`config.mk`:
```
export PLATFORM = sky130hd
export DESIGN_NAME = binary4_flat
export DESIGN_NICKNAME = d
export VERILOG_FILES = /design/src/rtl/binary4_pkg.sv /design/src/rtl/binary4_if.sv /design/src/rtl/binary4_full_adder.sv /design/src/rtl/binary4.sv /design/src/flat_wrapper.sv
export SDC_FILE = /design/constraint.sdc
export NUM_CORES = 1
export LEC_CHECK = 0
export ABC_AREA = 1
export CAP_MARGIN = 20
export CORE_AREA = 2 2 39 41
export DETAILED_ROUTE_END_ITERATION = 8
export DIE_AREA = 0 0 41 43
export PLACE_DENSITY_LB_ADDON = 0.08
export SYNTH_ARGS = -nofsm -noshare
export SYNTH_HDL_FRONTEND = slang
export SYNTH_HIERARCHICAL = 1
export SYNTH_SLANG_ARGS = --single-unit
```
`constraint.sdc`:
```
create_clock -name clk -period 2.98 [get_ports clk]
set_input_delay 0.447 -clock clk [delete_from_list [all_inputs] [get_ports clk]]
set_output_delay 0.447 -clock clk [all_outputs]
set_load 0.03 [all_outputs]
```
`src/rtl/binary4_pkg.sv`:
```
// Shared constants and types for the binary4 registered adder.
// Optional overflow flag is enabled with BINARY4_OVF_EN.
package binary4_pkg;

    localparam int unsigned WIDTH_DEFAULT = 4;

    typedef logic [WIDTH_DEFAULT-1:0] operand_t;

    // Registered result word, carry kept next to the sum bits.
    typedef struct packed {
        logic     co;
        operand_t s;
    } result_t;

endpackage

```
`src/rtl/binary4_if.sv`:
```
// Operand/result bundle for binary4; the ovf wire exists only with BINARY4_OVF_EN.
interface binary4_if
    import binary4_pkg::*;
#(
    parameter int unsigned WIDTH = WIDTH_DEFAULT
);

    logic [WIDTH-1:0] a;
    logic [WIDTH-1:0] b;
    logic             cin;
    logic             in_valid;
    logic [WIDTH-1:0] s;
    logic             co;
    logic             out_valid;
`ifdef BINARY4_OVF_EN
    logic             ovf;
`endif

    modport master (
        output a, b, cin, in_valid,
        input  s, co, out_valid
`ifdef BINARY4_OVF_EN
        , input ovf
`endif
    );

    modport slave (
        input  a, b, cin, in_valid,
        output s, co, out_valid
`ifdef BINARY4_OVF_EN
        , output ovf
`endif
    );

endinterface

```
`src/rtl/binary4_full_adder.sv`:
```
// One-bit full adder cell, chained by binary4 to form the ripple-carry path.
module full_adder (
    input  logic a,
    input  logic b,
    input  logic ci,
    output logic s,
    output logic co
);

    assign s  = a ^ b ^ ci;
    assign co = (a & b) | (ci & (a ^ b));

endmodule

```
`src/rtl/binary4.sv`:
```
// Registered WIDTH-bit ripple-carry adder with one-cycle latency and valid strobe.
// Define BINARY4_OVF_EN to add the registered two's-complement overflow flag.
module binary4
    import binary4_pkg::*;
#(
    parameter int unsigned WIDTH = WIDTH_DEFAULT
) (
    input  logic      clk,
    input  logic      rst,
    binary4_if.slave  bus
);

    logic [WIDTH:0]   carry;
    logic [WIDTH-1:0] sum;
    logic [WIDTH-1:0] s_q;
    logic             co_q;
    logic             out_valid_q;

    assign carry[0] = bus.cin;

    for (genvar i = 0; i < WIDTH; i++) begin : g_bit
        full_adder u_fa (
            .a  (bus.a[i]),
            .b  (bus.b[i]),
            .ci (carry[i]),
            .s  (sum[i]),
            .co (carry[i+1])
        );
    end

    always_ff @(posedge clk) begin
        if (rst) begin
            s_q         <= '0;
            co_q        <= 1'b0;
            out_valid_q <= 1'b0;
        end else begin
            out_valid_q <= bus.in_valid;
            if (bus.in_valid) begin
                s_q  <= sum;
                co_q <= carry[WIDTH];
            end
        end
    end

    assign bus.s         = s_q;
    assign bus.co        = co_q;
    assign bus.out_valid = out_valid_q;

`ifdef BINARY4_OVF_EN
    logic ovf_q;

    // Same-sign operands whose sum flips sign overflowed.
    always_ff @(posedge clk) begin
        if (rst) begin
            ovf_q <= 1'b0;
        end else if (bus.in_valid) begin
            ovf_q <= (bus.a[WIDTH-1] == bus.b[WIDTH-1]) &&
                     (sum[WIDTH-1] != bus.a[WIDTH-1]);
        end
    end

    assign bus.ovf = ovf_q;
`endif

endmodule

```
`src/flat_wrapper.sv`:
```
// flat-port wrapper written by rule: the top's interface ports become plain ports
module binary4_flat import binary4_pkg::*;
#(
    parameter int unsigned WIDTH = WIDTH_DEFAULT
)
  (clk, rst, bus_a, bus_b, bus_cin, bus_in_valid, bus_s, bus_co, bus_out_valid);
  binary4_if #(.WIDTH(WIDTH)) bus_i ();
  input  logic clk;
  input  logic rst;
  input wire logic [$bits(bus_i.a)-1:0] bus_a;
  input wire logic [$bits(bus_i.b)-1:0] bus_b;
  input wire logic [$bits(bus_i.cin)-1:0] bus_cin;
  input wire logic [$bits(bus_i.in_valid)-1:0] bus_in_valid;
  output wire logic [$bits(bus_i.s)-1:0] bus_s;
  output wire logic [$bits(bus_i.co)-1:0] bus_co;
  output wire logic [$bits(bus_i.out_valid)-1:0] bus_out_valid;
  assign bus_i.a = bus_a;
  assign bus_i.b = bus_b;
  assign bus_i.cin = bus_cin;
  assign bus_i.in_valid = bus_in_valid;
  assign bus_s = bus_i.s;
  assign bus_co = bus_i.co;
  assign bus_out_valid = bus_i.out_valid;
  binary4 #(.WIDTH(WIDTH)) u_core (.clk(clk), .rst(rst), .bus(bus_i));
endmodule
```
# Word level (Yosys, flattened, before mapping)
# Index checks and enable logic that the tools add are counted.
[classes]
bitwise = 20
[ops]
columns = ["op", "count"]
rows = [
  ["$and A1 B1 Y1", 8],
  ["$xor A1 B1 Y1", 8],
  ["$or A1 B1 Y1", 4],
]
[totals]
reg_bits = 6
in_bits = 12
out_inout_bits = 6
word_cells = 23

# Logic depth before layout (Yosys ltp)
[logic_depth]
ltp_word = 9
ltp_mapped = 8
ltp_nobuf = 8

# Cells and area by module
# Netlist, hierarchy kept.
[by_module_without_submodules]
columns = ["mod", "instances", "cells_per_inst", "area_per_inst_um2", "seq_area_each_um2"]
rows = [
  ["binary4", 1, 35, 249.0, 120.1],
  ["full_adder", 4, 1, 20.0, 0.0],
]

# Least setup slack after synthesis
# No wires, ideal clock.
[synth_timing]
kind = "input to register"
start = "in bus_a[0]"
end = "reg u_core.s_q[3] (netlist: u_core/bus.s[3])"
setup_time_ns = 0.062
t_arrival_ns = 2.288
slack_ns = 0.630
path_stages = 8
path_buffers = 0
cell_sequence = "fa_1 -> fa_1 -> fa_1 -> fa_1 -> inv_1 -> nand2_1 -> nand2_1 -> nor2_2"
[synth_via]
elab_chain_cells = 8
word_cells_on_any_way = 9
[synth_rtl]
columns = ["element", "line", "text"]
rows = [
  ["start, declared", "flat_wrapper.sv:10", "input wire logic [$bits(bus_i.a)-1:0] bus_a;"],
  ["$xor A1 B1 Y1", "binary4_full_adder.sv:11", "assign co = (a & b) | (ci & (a ^ b));"],
  ["$and A1 B1 Y1", "binary4_full_adder.sv:11", ""],
  ["$or A1 B1 Y1 (*)", "binary4_full_adder.sv:11", ""],
  ["$and A1 B1 Y1 (*)", "binary4_full_adder.sv:11", ""],
  ["$or A1 B1 Y1 (*)", "binary4_full_adder.sv:11", ""],
  ["named net u_core.carry[2]", "binary4.sv:13", "logic [WIDTH:0] carry;"],
  ["$and A1 B1 Y1 (*)", "binary4_full_adder.sv:11", ""],
  ["$or A1 B1 Y1 (*)", "binary4_full_adder.sv:11", ""],
  ["named net u_core.carry[3]", "binary4.sv:13", ""],
  ["$xor A1 B1 Y1 (*)", "binary4_full_adder.sv:10", "assign s = a ^ b ^ ci;"],
  ["named net u_core.sum[3]", "binary4.sv:14", "logic [WIDTH-1:0] sum;"],
  ["end signal, assigned", "binary4.sv:39", "s_q <= sum;"],
  ["end, declared", "binary4.sv:15", "logic [WIDTH-1:0] s_q;"],
]
# The timed path passes the listed nets; every way through them passes the cells marked *.
# A chain may end at the register's enable or synchronous reset.

# Worst setup path after layout
[layout_timing]
start = "in bus_a[0]"
end = "reg u_core.s_q[3] (netlist: u_core/bus.s[3])"
[layout_via]
elab_chain_cells = 8
word_cells_on_any_way = 9
[layout_rtl]
columns = ["element", "line"]
rows = [
  ["$xor A1 B1 Y1", "binary4_full_adder.sv:11"],
  ["$and A1 B1 Y1", "binary4_full_adder.sv:11"],
  ["$or A1 B1 Y1 (*)", "binary4_full_adder.sv:11"],
  ["named net u_core.carry[1]", "binary4.sv:13"],
  ["$and A1 B1 Y1 (*)", "binary4_full_adder.sv:11"],
  ["$or A1 B1 Y1 (*)", "binary4_full_adder.sv:11"],
  ["named net u_core.carry[2]", "binary4.sv:13"],
  ["$and A1 B1 Y1 (*)", "binary4_full_adder.sv:11"],
  ["$or A1 B1 Y1 (*)", "binary4_full_adder.sv:11"],
  ["named net u_core.carry[3]", "binary4.sv:13"],
  ["$xor A1 B1 Y1 (*)", "binary4_full_adder.sv:10"],
  ["named net u_core.sum[3]", "binary4.sv:14"],
]
# Marks and branches as above.

==> metrics <==
vias=~280; initial antenna violation count=0; CTS Buffer Depth=2; final hold vios=0; final hold slack=0.4807 ns; Clock Sinks=6; Routed WL=608 µm; Site Rows=14; Detailed Routing Iterations Pass 1=4; Max Cap Viol=0; Synth Warn #=6; CTS tree=yes; initial drt markers=3; filler cell count in the final layout=159; Min-Delay Path Class=reg2reg; chip height=43 µm; Initial Util=23.78%; H-tree depth=1; register area share after synthesis=36.50%; number of setup buffers added after CTS=0; Yosys cell types=8; required time worst endpoint=about 3.2 ns; Seq pwr share=a little under two fifths; Most common cell on crit path=fa_1; vias per inst=3.824; Final GP Congestion=0.5975; Synth Cell Area=329.1 µm²; Top delay family on crit path=adder cells; Clk Latency, worst-skew pair=0.24 ns; n_diodes=0; core area=0.001384 mm²; total track usage=8.788%; DRC Markers=0; Syn Inst Count=39; GRT overflow=0; pwr dens=445.1 mW/mm²; # setup viols final=0; Boundary Pins=18; die footprint=approximately 0.0018 mm²; first-pass GRT wire length=1014 µm; Worst IR Drop VDD=0.0002198 V; RSZ-0062 raised after global routing=false; Worst Setup SP=bus_a[0]; Logic pwr share=around 31%; final slew viol count=0; Reg2Reg Depth=2; CP Launch Type=primary input; Inserted Clock Buffers=3; relative slew slack=73.58%; ANT nets after route=0; syn avg cell area=8.438 µm²; Clock power frac=a little under a third; post-layout util=38.34%; crit path max fanout=1; number of global-route vias before repair=276; cell count along the critical path=9; crit share post-route=87.13%; Fmax=approximately 390 MHz; slowest CP cell=fa_1; most frequent cells in the layout=17 x clkdlybuf4s50_1, 9 x nand2_1, 7 x nor2_1, 7 x inv_1, 6 x dfxtp_1; Worst R2R Setup Slack=approximately 2.4 ns; largest net degree at the start of global routing=12; hpwl dp=487.5 µm; port buffer count=17; NetSw=66.68 µW; routed length per placed instance=between 8 and 9 µm; switching fraction of total power=28.24%; Setup TNS=0 ns; clk root buf=clkbuf_4; LEAKAGE=0.2437 nW; Critical Setup Path Class=in2reg; critical path's largest stage delay=around 0.48 ns; outcome=finished clean; Setup crit end=u_core/bus.s[3]$_SDFFE_PP0P_; Syn-to-layout area delta=61.22%; fin crit period=2.596 ns; CP cell instances=clkdlybuf4s50_1, fa_1, fa_1, fa_1, fa_1, inv_1, nand2_1, nand2_1, nor2_2; Clock Skew=0 ns; Hold-fix buffers, CTS=0; post-CTS sizing=0; Die Wd=41 µm; r2r endpoint=u_core/bus.s[2]$_SDFFE_PP0P_; share of layout cells above drive strength 1=13.79%; Pint=169.5 µW; Synth Register Bits=6; Worst R2R Start=u_core/bus.s[2]$_SDFFE_PP0P_; Crit. End Element=flip-flop; clock transition at the registers of the reported paths=0.04 ns; Final Net Count=between 70 and 80; Synthesized Nets=55; worst-margin pin slew=0.3951 ns; WP data arrival=2.78 ns; Worst Path Buf+Inv=2; most common cell after layout, fill and taps aside=clkdlybuf4s50_1
[sequential cells by signal, summed over array words and instances, names as in the netlist]
| name | cells |
|---|---|
| u_core/bus.co | 1 |
| u_core/bus.out_valid | 1 |
| u_core/bus.s | 4 |
[Yosys cell counts]
library cell,n,area share (%)
fa_1,4,24
nor2_2,4,7.6
nor2_1,7,8.0
nand2_1,9,10
nand2_2,1,1.9
dfxtp_1,6,37
buf_6,1,3.4
inv_1,7,8.0
[metal layers]
layer / wire length, µm / share of wire (%) / GRT usage (%)
met1: 269 / 44 / 9.508
met2: 274 / 45 / 12.19
met3: 64 / 11 / 8.377
met4: 0 / 0 / 2.000
met5: 0 / 0 / 0
[tightest hold or removal path: stages (launching register included)]
cell and delay, ns:
dfxtp_1 0.32, nor2_1 0.05, nor2_1 0.08
[cell type report]
class / instances / area [µm²] / share of cell area [%]
Multi-Input combinational cell: 25 / 171.4 / 32.31
Timing Repair Buffer: 17 / 170.2 / 32.08
Sequential cell: 6 / 120.1 / 22.64
Inverter: 7 / 26.28 / 4.953
Clock buffer: 3 / 22.52 / 4.245
Tap cell: 16 / 20.02 / 3.774
[how the worst min path moves through the flow]
stage	start	endpoint	slack, ns	cells after the start
final	u_core/bus.s[1]$_SDFFE_PP0P_	u_core/bus.s[1]$_SDFFE_PP0P_	0.48	2
after global routing	u_core/bus.s[0]$_SDFFE_PP0P_	u_core/bus.s[0]$_SDFFE_PP0P_	0.51	2
after CTS	u_core/bus.s[1]$_SDFFE_PP0P_	u_core/bus.s[1]$_SDFFE_PP0P_	0.49	2
after detailed placement	u_core/bus.s[0]$_SDFFE_PP0P_	u_core/bus.s[0]$_SDFFE_PP0P_	0.48	2
after global placement	u_core/bus.s[1]$_SDFFE_PP0P_	u_core/bus.s[1]$_SDFFE_PP0P_	0.47	2
after floorplan	rst	u_core/bus.out_valid$_SDFF_PP0_	0.52	1
[cell families (layout without fill, tap and decap cells)]
kind of cell               count (synthesis)  after routing  share of synthesized area [%]
and+or+nand+nor                           21             21                          27.76
buffers and inverters                      8             27                          11.41
DFF                                        6              6                          36.50
adders and majority gates                  4              4                          24.34
[through the flow]
step / setup WS (ns) / power [mW] / cell area, µm² / cells
after floorplan: 0.6303 / 0.1333 / 329.1 / 39
after CTS: 0.3667 / 0.2442 / 530.5 / 74
after detailed placement: 0.1051 / 0.1675 / 508.0 / 71
after global placement: 0.1175 / 0.1674 / 508.0 / 71
after global routing: 0.2242 / 0.2576 / 530.5 / 74
final: 0.3837 / 0.2361 / 530.5 / 74
[power by group through the flow]
stage / Combinational, mW / Sequential, mW / Clock (mW)
floorplan: 0.0274 / 0.106 / 0
global placement: 0.0753 / 0.0922 / 0
detailed placement: 0.0756 / 0.0919 / 0
CTS: 0.0757 / 0.0907 / 0.0778
global route: 0.0850 / 0.0912 / 0.0814
finish: 0.0736 / 0.0907 / 0.0718
Power figures use the tool's default switching activity.
